===== src/rtl/control_pipe_if.sv =====
// Control-pipe bus: decode-stage control word and register fields in,
// staged control fields, WB destination and load-use stall out.
interface control_pipe_if #(
  parameter int unsigned CTRL_W = 9,
  parameter int unsigned REG_W  = 5
);
  logic [CTRL_W-1:0] inControl;
  logic              inValid;
  logic [REG_W-1:0]  inRs;
  logic [REG_W-1:0]  inRt;
  logic [REG_W-1:0]  inRd;
  logic              inFlush;
  logic [3:0]        outExCtrl;
  logic [2:0]        outMemCtrl;
  logic [1:0]        outWbCtrl;
  logic [REG_W-1:0]  outWriteReg;
  logic              outStall;

  modport master (
    output inControl, inValid, inRs, inRt, inRd, inFlush,
    input  outExCtrl, outMemCtrl, outWbCtrl, outWriteReg, outStall
  );

  modport slave (
    input  inControl, inValid, inRs, inRt, inRd, inFlush,
    output outExCtrl, outMemCtrl, outWbCtrl, outWriteReg, outStall
  );
endinterface


===== src/rtl/control_pipe.sv =====
// Pipelined control path: ID/EX, EX/MEM and MEM/WB control registers with
// load-use stall detection, branch flush and $0 write suppression.
// Control word layout: [8:5] EX {RegDst, ALUOp[1:0], ALUSrc},
// [4:2] MEM {Branch, MemRead, MemWrite}, [1:0] WB {RegWrite, MemtoReg}.
module control_pipe #(
  parameter int unsigned CTRL_W = 9,
  parameter int unsigned REG_W  = 5
) (
  input logic             clk,
  input logic             rst,
  control_pipe_if.slave   bus
);

  localparam int unsigned RegDstBit   = 8;
  localparam int unsigned MemReadBit  = 3;
  localparam int unsigned RegWriteBit = 1;

  logic [CTRL_W-1:0] idex_ctrl_q, idex_ctrl_d;
  logic [REG_W-1:0]  idex_rs_q, idex_rs_d;
  logic [REG_W-1:0]  idex_rt_q, idex_rt_d;
  logic [REG_W-1:0]  idex_rd_q, idex_rd_d;
  logic [4:0]        exmem_ctrl_q, exmem_ctrl_d;
  logic [REG_W-1:0]  exmem_dst_q, exmem_dst_d;
  logic [1:0]        memwb_ctrl_q, memwb_ctrl_d;
  logic [REG_W-1:0]  memwb_dst_q, memwb_dst_d;

  logic [CTRL_W-1:0] ctrl_clean;
  logic              stall;
  logic              idex_bubble;

  // rs travels with the instruction for downstream forwarding; not consumed here.
  logic unused_idex_rs;
  assign unused_idex_rs = ^idex_rs_q;

  // Don't-care bits arriving as X/Z resolve to 0 before capture.
  always_comb begin
    ctrl_clean = '0;
    for (int i = 0; i < int'(CTRL_W); i++) begin
      if (bus.inControl[i]) begin
        ctrl_clean[i] = 1'b1;
      end
    end
  end

  // Load-use hazard against the instruction in EX; a flush overrides it.
  always_comb begin
    stall = !bus.inFlush && bus.inValid && idex_ctrl_q[MemReadBit] &&
            (idex_rt_q != '0) && ((idex_rt_q == bus.inRs) || (idex_rt_q == bus.inRt));
    idex_bubble = bus.inFlush || stall || !bus.inValid;
  end

  // Next-state for all three stages.
  always_comb begin
    idex_ctrl_d = ctrl_clean;
    idex_rs_d   = bus.inRs;
    idex_rt_d   = bus.inRt;
    idex_rd_d   = bus.inRd;
    if (idex_bubble) begin
      idex_ctrl_d = '0;
      idex_rs_d   = '0;
      idex_rt_d   = '0;
      idex_rd_d   = '0;
    end

    exmem_ctrl_d = idex_ctrl_q[4:0];
    exmem_dst_d  = idex_ctrl_q[RegDstBit] ? idex_rd_q : idex_rt_q;
    if (bus.inFlush) begin
      exmem_ctrl_d = '0;
      exmem_dst_d  = '0;
    end

    // A write to $0 is never signalled.
    memwb_ctrl_d = exmem_ctrl_q[1:0];
    memwb_dst_d  = exmem_dst_q;
    if (exmem_dst_q == '0) begin
      memwb_ctrl_d[RegWriteBit] = 1'b0;
    end
  end

  // ID/EX register.
  always_ff @(posedge clk) begin
    if (rst) begin
      idex_ctrl_q <= '0;
      idex_rs_q   <= '0;
      idex_rt_q   <= '0;
      idex_rd_q   <= '0;
    end else begin
      idex_ctrl_q <= idex_ctrl_d;
      idex_rs_q   <= idex_rs_d;
      idex_rt_q   <= idex_rt_d;
      idex_rd_q   <= idex_rd_d;
    end
  end

  // EX/MEM register.
  always_ff @(posedge clk) begin
    if (rst) begin
      exmem_ctrl_q <= '0;
      exmem_dst_q  <= '0;
    end else begin
      exmem_ctrl_q <= exmem_ctrl_d;
      exmem_dst_q  <= exmem_dst_d;
    end
  end

  // MEM/WB register.
  always_ff @(posedge clk) begin
    if (rst) begin
      memwb_ctrl_q <= '0;
      memwb_dst_q  <= '0;
    end else begin
      memwb_ctrl_q <= memwb_ctrl_d;
      memwb_dst_q  <= memwb_dst_d;
    end
  end

  // Output fields; destination is only shown alongside an actual write.
  always_comb begin
    bus.outExCtrl   = idex_ctrl_q[8:5];
    bus.outMemCtrl  = exmem_ctrl_q[4:2];
    bus.outWbCtrl   = memwb_ctrl_q;
    bus.outWriteReg = memwb_ctrl_q[RegWriteBit] ? memwb_dst_q : '0;
    bus.outStall    = stall;
  end

endmodule

===== src/flat_wrapper.sv =====
// flat-port wrapper written by rule: the top's interface ports become plain ports
module control_pipe_flat 
#(
  parameter int unsigned CTRL_W = 9,
  parameter int unsigned REG_W  = 5
)
  (clk, rst, bus_inControl, bus_inValid, bus_inRs, bus_inRt, bus_inRd, bus_inFlush, bus_outExCtrl, bus_outMemCtrl, bus_outWbCtrl, bus_outWriteReg, bus_outStall);
  control_pipe_if #(.CTRL_W(CTRL_W), .REG_W(REG_W)) bus_i ();
  input logic clk;
  input logic rst;
  input wire logic [$bits(bus_i.inControl)-1:0] bus_inControl;
  input wire logic [$bits(bus_i.inValid)-1:0] bus_inValid;
  input wire logic [$bits(bus_i.inRs)-1:0] bus_inRs;
  input wire logic [$bits(bus_i.inRt)-1:0] bus_inRt;
  input wire logic [$bits(bus_i.inRd)-1:0] bus_inRd;
  input wire logic [$bits(bus_i.inFlush)-1:0] bus_inFlush;
  output wire logic [$bits(bus_i.outExCtrl)-1:0] bus_outExCtrl;
  output wire logic [$bits(bus_i.outMemCtrl)-1:0] bus_outMemCtrl;
  output wire logic [$bits(bus_i.outWbCtrl)-1:0] bus_outWbCtrl;
  output wire logic [$bits(bus_i.outWriteReg)-1:0] bus_outWriteReg;
  output wire logic [$bits(bus_i.outStall)-1:0] bus_outStall;
  assign bus_i.inControl = bus_inControl;
  assign bus_i.inValid = bus_inValid;
  assign bus_i.inRs = bus_inRs;
  assign bus_i.inRt = bus_inRt;
  assign bus_i.inRd = bus_inRd;
  assign bus_i.inFlush = bus_inFlush;
  assign bus_outExCtrl = bus_i.outExCtrl;
  assign bus_outMemCtrl = bus_i.outMemCtrl;
  assign bus_outWbCtrl = bus_i.outWbCtrl;
  assign bus_outWriteReg = bus_i.outWriteReg;
  assign bus_outStall = bus_i.outStall;
  control_pipe #(.CTRL_W(CTRL_W), .REG_W(REG_W)) u_core (.clk(clk), .rst(rst), .bus(bus_i));
endmodule

===== config.mk =====
export PLATFORM = sky130hd
export DESIGN_NAME = control_pipe_flat
export DESIGN_NICKNAME = d
export VERILOG_FILES = /design/src/rtl/control_pipe_if.sv /design/src/rtl/control_pipe.sv /design/src/flat_wrapper.sv
export SDC_FILE = /design/constraint.sdc
export NUM_CORES = 1
export LEC_CHECK = 0
export ABC_AREA = 1
export ABC_CLOCK_PERIOD_IN_PS = 1200
export CAP_MARGIN = 20
export CORE_UTILIZATION = 41
export CTS_CLUSTER_DIAMETER = 120
export CTS_CLUSTER_SIZE = 16
export DETAILED_ROUTE_END_ITERATION = 12
export HOLD_SLACK_MARGIN = 0.03
export MAX_ROUTING_LAYER = met4
export PLACE_DENSITY = 0.82
export SYNTH_ARGS = -nofsm -noshare
export SYNTH_HDL_FRONTEND = slang
export SYNTH_SLANG_ARGS = --single-unit

===== constraint.sdc =====
create_clock -name clk -period 1.2 [get_ports clk]
set_input_delay 0.24 -clock clk [delete_from_list [all_inputs] [get_ports clk]]
set_output_delay 0.24 -clock clk [all_outputs]
set_load 0.02 [all_outputs]

==> flow_summary_export.csv, run 1 <==
group,metric,value,unit
run_status,outcome,"complete, but fails checks",
run_status,violations,"setup timing",
logic_synthesis,synth_cells,184,
clocking,numCtsBuffers,5,
die,die_w,60.5,µm
clocking,clk_pin_slew,0.11,ns
critical_path,path_class,"reg2out",
logic_synthesis,synth_most_common_cell,"inv_1",
layout,design_area,0.00206,mm²
pwr,leakage,1.06,nW
logic_synthesis,synthTopCellsByCount,"44 x inv_1, 36 x dfxtp_1, 34 x nor2_1, 30 x nand2_1, 8 x nor2_2",
detailed_routing,via_count,1155,
pwr,vdd_drop_max,0.673,mV
clocking,htree_levels,2,
global_route,antenna_found_initial,0,
global_route,grtUsageTotal,15.6,%
detailed_routing,routed_wl,2550,µm
sta,final.period_utilization,135,%
logic_synthesis,synth_mux_area_share,0,%
sta,drv_slew,0,
layout,nNetsFinal,268,
critical_path,start_kind,"register",
logic_synthesis,synth_top_family_by_area,"simple AND/OR/NAND/NOR gates",
sta,rsz0062_at_grt,"true",
logic_synthesis,yosysWarnings,0,
logic_synthesis,synth.distinct_cells,19,
logic_synthesis,synth_flop_cell,"dfxtp_1",
sta,skew,0.0155,ns
logic_synthesis,synth_top_area_share,51.3,%
sta,timing.fmax,0.619,GHz
run,drv_cap,0,
die,coreArea,0.00315,mm²
logic_synthesis,syn-num-nets,212,
critical_path,cp.arrival,1.37,ns
logic_synthesis,synth_area_per_cell,7.63,µm²
clocking,cts.path.max_buffers,2,
detailed_routing,route.detailed.drc,0,
logic_synthesis,ys_seq_area_share,51.3,%
clocking,cts_tree,"yes",
die,ios,43,
logic_synthesis,synth_edf_count,0,
placed_design,port_buffers,42,
logic_synthesis,synth_compound_area_share,3.12,%
critical_path,cp_max_fo,5,
die,core.rowCount,20,
sta,setup_ws,-0.414,ns
logic_synthesis,ys_ff_latch,36,
sta,slew_headroom,75.5,%
clocking,cts_root_buf,"clkbuf_4",
placed_design,dpl-instance-area,0.00192,mm²
placed_design,dp_hpwl,1810,µm
logic_synthesis,synth_fa_ha_area_share,0,%
placed_design,routabilityCongestion,0.811,
clocking,clock_sinks,36,
detailed_routing,first_pass_iters,4,
sta,fin_tns_setup,-3.46,ns
die,dieArea,0.00366,mm²
detailed_routing,wl_per_cell,8.94,µm
layout,fin_util,65.3,%
logic_synthesis,synthArstFlopShare,0,%
sta,hold_viol,0,
sta,finalSetupViolations,20,
critical_path,endpoint_kind,"output pin",
logic_synthesis,synth_area_leaders,"dfxtp_1 51%, inv_1 12%, nor2_1 9.1%",
logic_synthesis,netlist_area,0.00140,mm²
global_route,grt_pass1_vias,995,
pwr,cellPowerDensity,1110,mW/mm²
global_route,grt_max_degree,12,
layout,area_growth,46.6,%
detailed_routing,drtIter0Drc,19,
detailed_routing,via_per_inst,4.05,
critical_path,required,0.96,ns
die,start_util,44.5,%
clocking,cts_hold_buf,0,
layout,drive_above_1_share,30.3,%
die,chipHeight,60.5,µm
min_path,hold_path_class,"in2reg",
detailed_routing,ant_nets,0,
sta,finalCriticalPeriod,1.61,ns
logic_synthesis,synthXorXnorAreaFrac,1.25,%
global_route,overflow,0,
clocking,clock_insertion_delay_worst_skew,0.34,ns
global_route,grt_pass1_wl,3940,µm
layout,diodes,0,
sta,worstMarginPinSlew,0.366,ns
logic_synthesis,synth_top_cell_by_area,"dfxtp_1",
logic_synthesis,synthSimpleGateAreaFrac,25.5,%
what timing repair did:
action	in CTS	in global routing
pin swaps	7	5
cloned	1	0
buffers inserted	3	1
resized for setup	71	26
endpoints found under the setup margin	34	33
layer usage:
metal	wire, µm	vias up	track usage [%]
met5	0	-	-
met4	50	0	6.82
met3	120	7	5.76
met2	1320	26	27.9
met1	1060	493	15.0
li1	-	629	-
sequential cells by signal (all words and copies together) (netlist names):
register,cells
u_core.exmem_ctrl_q,5
u_core.bus.outWbCtrl,2
u_core.idex_ctrl_q,9
u_core.memwb_dst_q,5
u_core.idex_rt_q,5
u_core.exmem_dst_q,5
u_core.idex_rd_q,5
area by class of cell:
cell class                      count  area [µm²]
Sequential cell                    36         738
Fill cell                         279        1090
Clock inverter                      2        35.0
Clock buffer                        6        41.3
Multi-Input combinational cell     89         445
Tap cell                           44        55.1
Timing Repair Buffer               58         553
Inverter                           50         190
worst max-delay path, cell delays in order (launching register included):
cell,delay (ns)
dfxtp_4,0.37
buf_4,0.14
nor2_1,0.08
nand4_1,0.10
nand4_1,0.08
inv_1,0.05
nand2_2,0.07
inv_2,0.04
buf_6,0.12
metrics by stage:
| step | cells | hold slack [ns] | power, mW | setup WS, ns |
|---|---|---|---|---|
| finish | 285 | 0.265 | 2.29 | -0.414 |
| floorplan | 184 | 0.352 | 1.36 | 0.0302 |
| detailed placement | 273 | 0.398 | 1.49 | -0.913 |
| global route | 285 | 0.249 | 2.39 | -0.497 |
| CTS | 284 | 0.261 | 2.31 | -0.408 |
| global placement | 273 | 0.395 | 1.49 | -0.890 |
worst paths after layout:
path | start | slack (ns) | end | depth (start not counted)
worst min-delay path | bus_inRt[2] | 0.26 | u_core.idex_rt_q[2]$_SDFF_PP0_ | 3
worst min register to register | u_core.exmem_ctrl_q[0]$_SDFF_PP0_ | 0.41 | u_core.bus.outWbCtrl[0]$_SDFF_PP0_ | 2
worst max register to register | u_core.idex_rt_q[0]$_SDFF_PP0_ | -0.18 | u_core.idex_rd_q[4]$_SDFF_PP0_ | 10
worst max-delay path | u_core.idex_rt_q[0]$_SDFF_PP0_ | -0.41 | bus_outStall | 8
power breakdown:
part | internal [mW] | switching [mW] | total, mW
combinational | 0.144 | 0.101 | 0.245
sequential | 1.21 | 0.0111 | 1.22
clock | 0.437 | 0.389 | 0.826
cells in the final DEF (no fill, tap or decap), types with 5 or more instances in the layout:
cell / instances
inv_1: 38
nor2_1: 33
dfxtp_1: 30
nand2_1: 24
clkdlybuf4s50_1: 22
buf_4: 13
inv_2: 9
nor2_2: 9
nand2_2: 7
clkbuf_2: 6
buf_6: 6
clkbuf_4: 5
logic make-up after synthesis:
kind of cell,Yosys count
flip-flops,36
XOR/XNOR,2
AO/OA/AOI/OAI,6
buffers and inverters,59
AND/OR/NAND/NOR,81
Note: power is estimated with default switching activity, not from simulation.
==> run 2: changes to the inputs <==
Settings changed: PLACE_DENSITY 0.82 to 0.86.
==> run 2 against run 1 <==
The flow still finishes with violations (setup timing). Largest cell class unchanged. Largest power group unchanged. Sequential share of layout area shrank 1.6 points. Routed wire length grew 4.4%. Global-route usage grew 1.0 points. Core utilization grew 2.6 points. Critical path type unchanged. Sequential power is essentially flat. Via count grew 2.5%. First-iteration DRC count shrank 53%. Worst hold slack gained 0.10 ns. Combinational power grew 7%.
==> flow_summary_export.csv, run 2 (synthesis gave the netlist of run 1 again) <==
group,metric,value,unit
detailed_routing,ant_nets,0,
critical_path,cp.arrival,1.37,ns
placed_design,routabilityCongestion,0.815,
clocking,cts.path.max_buffers,2,
critical_path,path_cells,"buf_4 -> nor2_1 -> nand4_1 -> nand4_1 -> inv_1 -> nand2_2 -> inv_2 -> buf_6",
pwr,swShare,24.5,%
placed_design,dp_hpwl,1850,µm
die,chipHeight,60.5,µm
min_path,min_from,"bus_inRt[3]",
die,ios,43,
min_path,hold_depth,4,
critical_path,crit_family,"flip-flops",
pwr,power_switching,0.516,mW
run_status,violations,"setup timing",
min_path,holdPathEnd,"u_core.idex_rt_q[3]$_SDFF_PP0_",
global_route,grt_pass1_wl,4200,µm
layout,final_cell_mix,"37 x inv_1, 30 x dfxtp_1, 28 x nor2_1",
clocking,clk_pin_slew,0.11,ns
run,drv_cap,0,
pwr,internal_power,1.59,mW
clocking,clock_sinks,36,
pwr,leakage,1.11,nW
layout,area_growth,52.4,%
layout,top_register,"u_core.idex_ctrl_q",
pwr,p_seq_share,58.1,%
sta,finalCriticalPeriod,1.61,ns
global_route,grt_max_degree,13,
critical_path,rr_startpoint,"u_core.idex_rt_q[0]$_SDFF_PP0_",
min_path,hold_path_class,"in2reg",
sta,worstMarginPinSlew,0.342,ns
critical_path,start_kind,"register",
placed_design,port_buffers,42,
clocking,cts_hold_buf,0,
clocking,cts_tree,"yes",
pwr,vdd_drop_max,0.618,mV
pwr,power.total,2.11,mW
layout,largest_reg_flops,9,
detailed_routing,drtIter0Drc,9,
detailed_routing,via_count,1184,
sta,drv_slew,0,
critical_path,cp_slowest_cell,"dfxtp_4",
sta,finalSetupViolations,25,
critical_path,rrSetupSlack,-0.36,ns
detailed_routing,wl_per_cell,9.11,µm
critical_path,r2r_cells,12,
sta,hold_viol,0,
die,start_util,44.5,%
layout,nNetsFinal,275,
pwr,power_frac_comb,12.4,%
critical_path,crit_top_cell,"nand4_1",
layout,final_cell_count_no_fill,292,
die,die_w,60.5,µm
die,dieArea,0.00366,mm²
detailed_routing,route.detailed.drc,0,
critical_path,cp_max_fo,5,
sta,timing.fmax,0.619,GHz
critical_path,slowest_delay,0.37,ns
layout,drive_above_1_share,35.1,%
clocking,cts_root_buf,"clkbuf_4",
detailed_routing,first_pass_iters,4,
sta,slew_headroom,77.1,%
placed_design,dp_cells,274,
run_status,outcome,"complete, but fails checks",
sta,final.period_utilization,135,%
critical_path,required,0.96,ns
pwr,cellPowerDensity,986,mW/mm²
layout,fillers,275,
critical_path,endpoint_kind,"output pin",
detailed_routing,via_per_inst,4.05,
critical_path,crit_buf_inv,4,
global_route,grtUsageTotal,16.7,%
die,coreArea,0.00315,mm²
global_route,overflow,0,
sta,setup_ws,-0.415,ns
sta,rsz0062_at_grt,"true",
global_route,antenna_found_initial,0,
sta,skew,0.0124,ns
layout,final_common_cell,"inv_1",
critical_path,path_class,"reg2out",
die,core.rowCount,20,
clocking,numCtsBuffers,5,
global_route,grt_pass1_vias,1037,
critical_path,r2r_end,"u_core.idex_rt_q[0]$_SDFF_PP0_",
clocking,clock_insertion_delay_worst_skew,0.33,ns
clocking,htree_levels,2,
layout,diodes,0,
pwr,pwr-share-clk,29.5,%
detailed_routing,routed_wl,2660,µm
-- run 2: cell count changes in the layout (fill, tap and decap cells not counted), sizes merged --
cell | before | now
buf | 25 | 34
bufinv | 1 | 0
clkbuf | 12 | 7
clkdlybuf4s15 | 0 | 2
clkdlybuf4s50 | 22 | 23
clkinv | 3 | 5
dlymetal6s2s | 3 | 2
-- run 2: worst max-delay path by stage --
stage | start | endpoint | slack [ns] | cells after the start
floorplan | u_core.idex_rt_q[1]$_SDFF_PP0_ | u_core.idex_rt_q[1]$_SDFF_PP0_ | 0.03 | 10
global placement | bus_inRt[3] | bus_outStall | -0.92 | 10
detailed placement | bus_inRt[3] | bus_outStall | -0.96 | 10
CTS | u_core.idex_rt_q[2]$_SDFF_PP0_ | bus_outStall | -0.42 | 9
global route | u_core.idex_rt_q[0]$_SDFF_PP0_ | bus_outStall | -0.54 | 8
finish | u_core.idex_rt_q[0]$_SDFF_PP0_ | bus_outStall | -0.41 | 8
-- run 2: area by class of cell --
class                   instances  area [µm²]  area share [%]
clock inverters                 3        18.8           0.877
well taps                      44        55.1            2.57
clock buffers                   5        37.5            1.75
inverters                      50         188            8.77
repair buffers                 65         629            29.4
multi-input cells              89         478            22.3
flip-flops and latches         36         733            34.3
-- run 2: stage by stage --
| stage | TNS, ns | hold WS, ns | utilization (%) | cell area (µm²) | worst slack, ns |
|---|---|---|---|---|---|
| after global placement | -10.96 | 0.396 | 60.7 | 1910 | -0.924 |
| after global routing | -9.03 | 0.357 | 67.9 | 2140 | -0.537 |
| after floorplan | 0 | 0.352 | - | 1400 | 0.0302 |
| after CTS | -6.53 | 0.345 | 66.7 | 2100 | -0.423 |
| final | -6.53 | 0.365 | 67.9 | 2140 | -0.415 |
| after detailed placement | -12.38 | 0.400 | 60.7 | 1910 | -0.958 |
-- run 2: power groups by stage --
stage	clock, mW	combinational (mW)	sequential [mW]
3_3_place_gp	0	0.233	1.25
6_report	0.622	0.261	1.23
2_1_floorplan	0	0.106	1.25
4_1_cts	0.652	0.258	1.23
3_5_place_dp	0	0.238	1.26
5_1_grt	0.709	0.287	1.23
-- run 2: per-layer routing --
metal / vias to the layer above / wire length, µm / track usage, %
li1: 641 / - / -
met1: 509 / 1130 / 16.5
met5: - / 0 / -
met4: 0 / 27 / 5.84
met3: 5 / 111 / 5.76
met2: 29 / 1390 / 30.1
-- run 2: what timing repair did --
| action | in CTS | in global routing |
|---|---|---|
| endpoints found under the setup margin | 34 | 31 |
| pin swaps | 4 | 4 |
| buffers inserted | 6 | 4 |
| gates cloned | 1 | 0 |
| gates resized for setup | 83 | 28 |
-- run 2: worst register-to-register path: cells and delay by family, from the launching register on --
kind / cells / cell delay, ns
buf+inv: 6 / 0.67
simple gates: 6 / 0.47
flops: 1 / 0.37
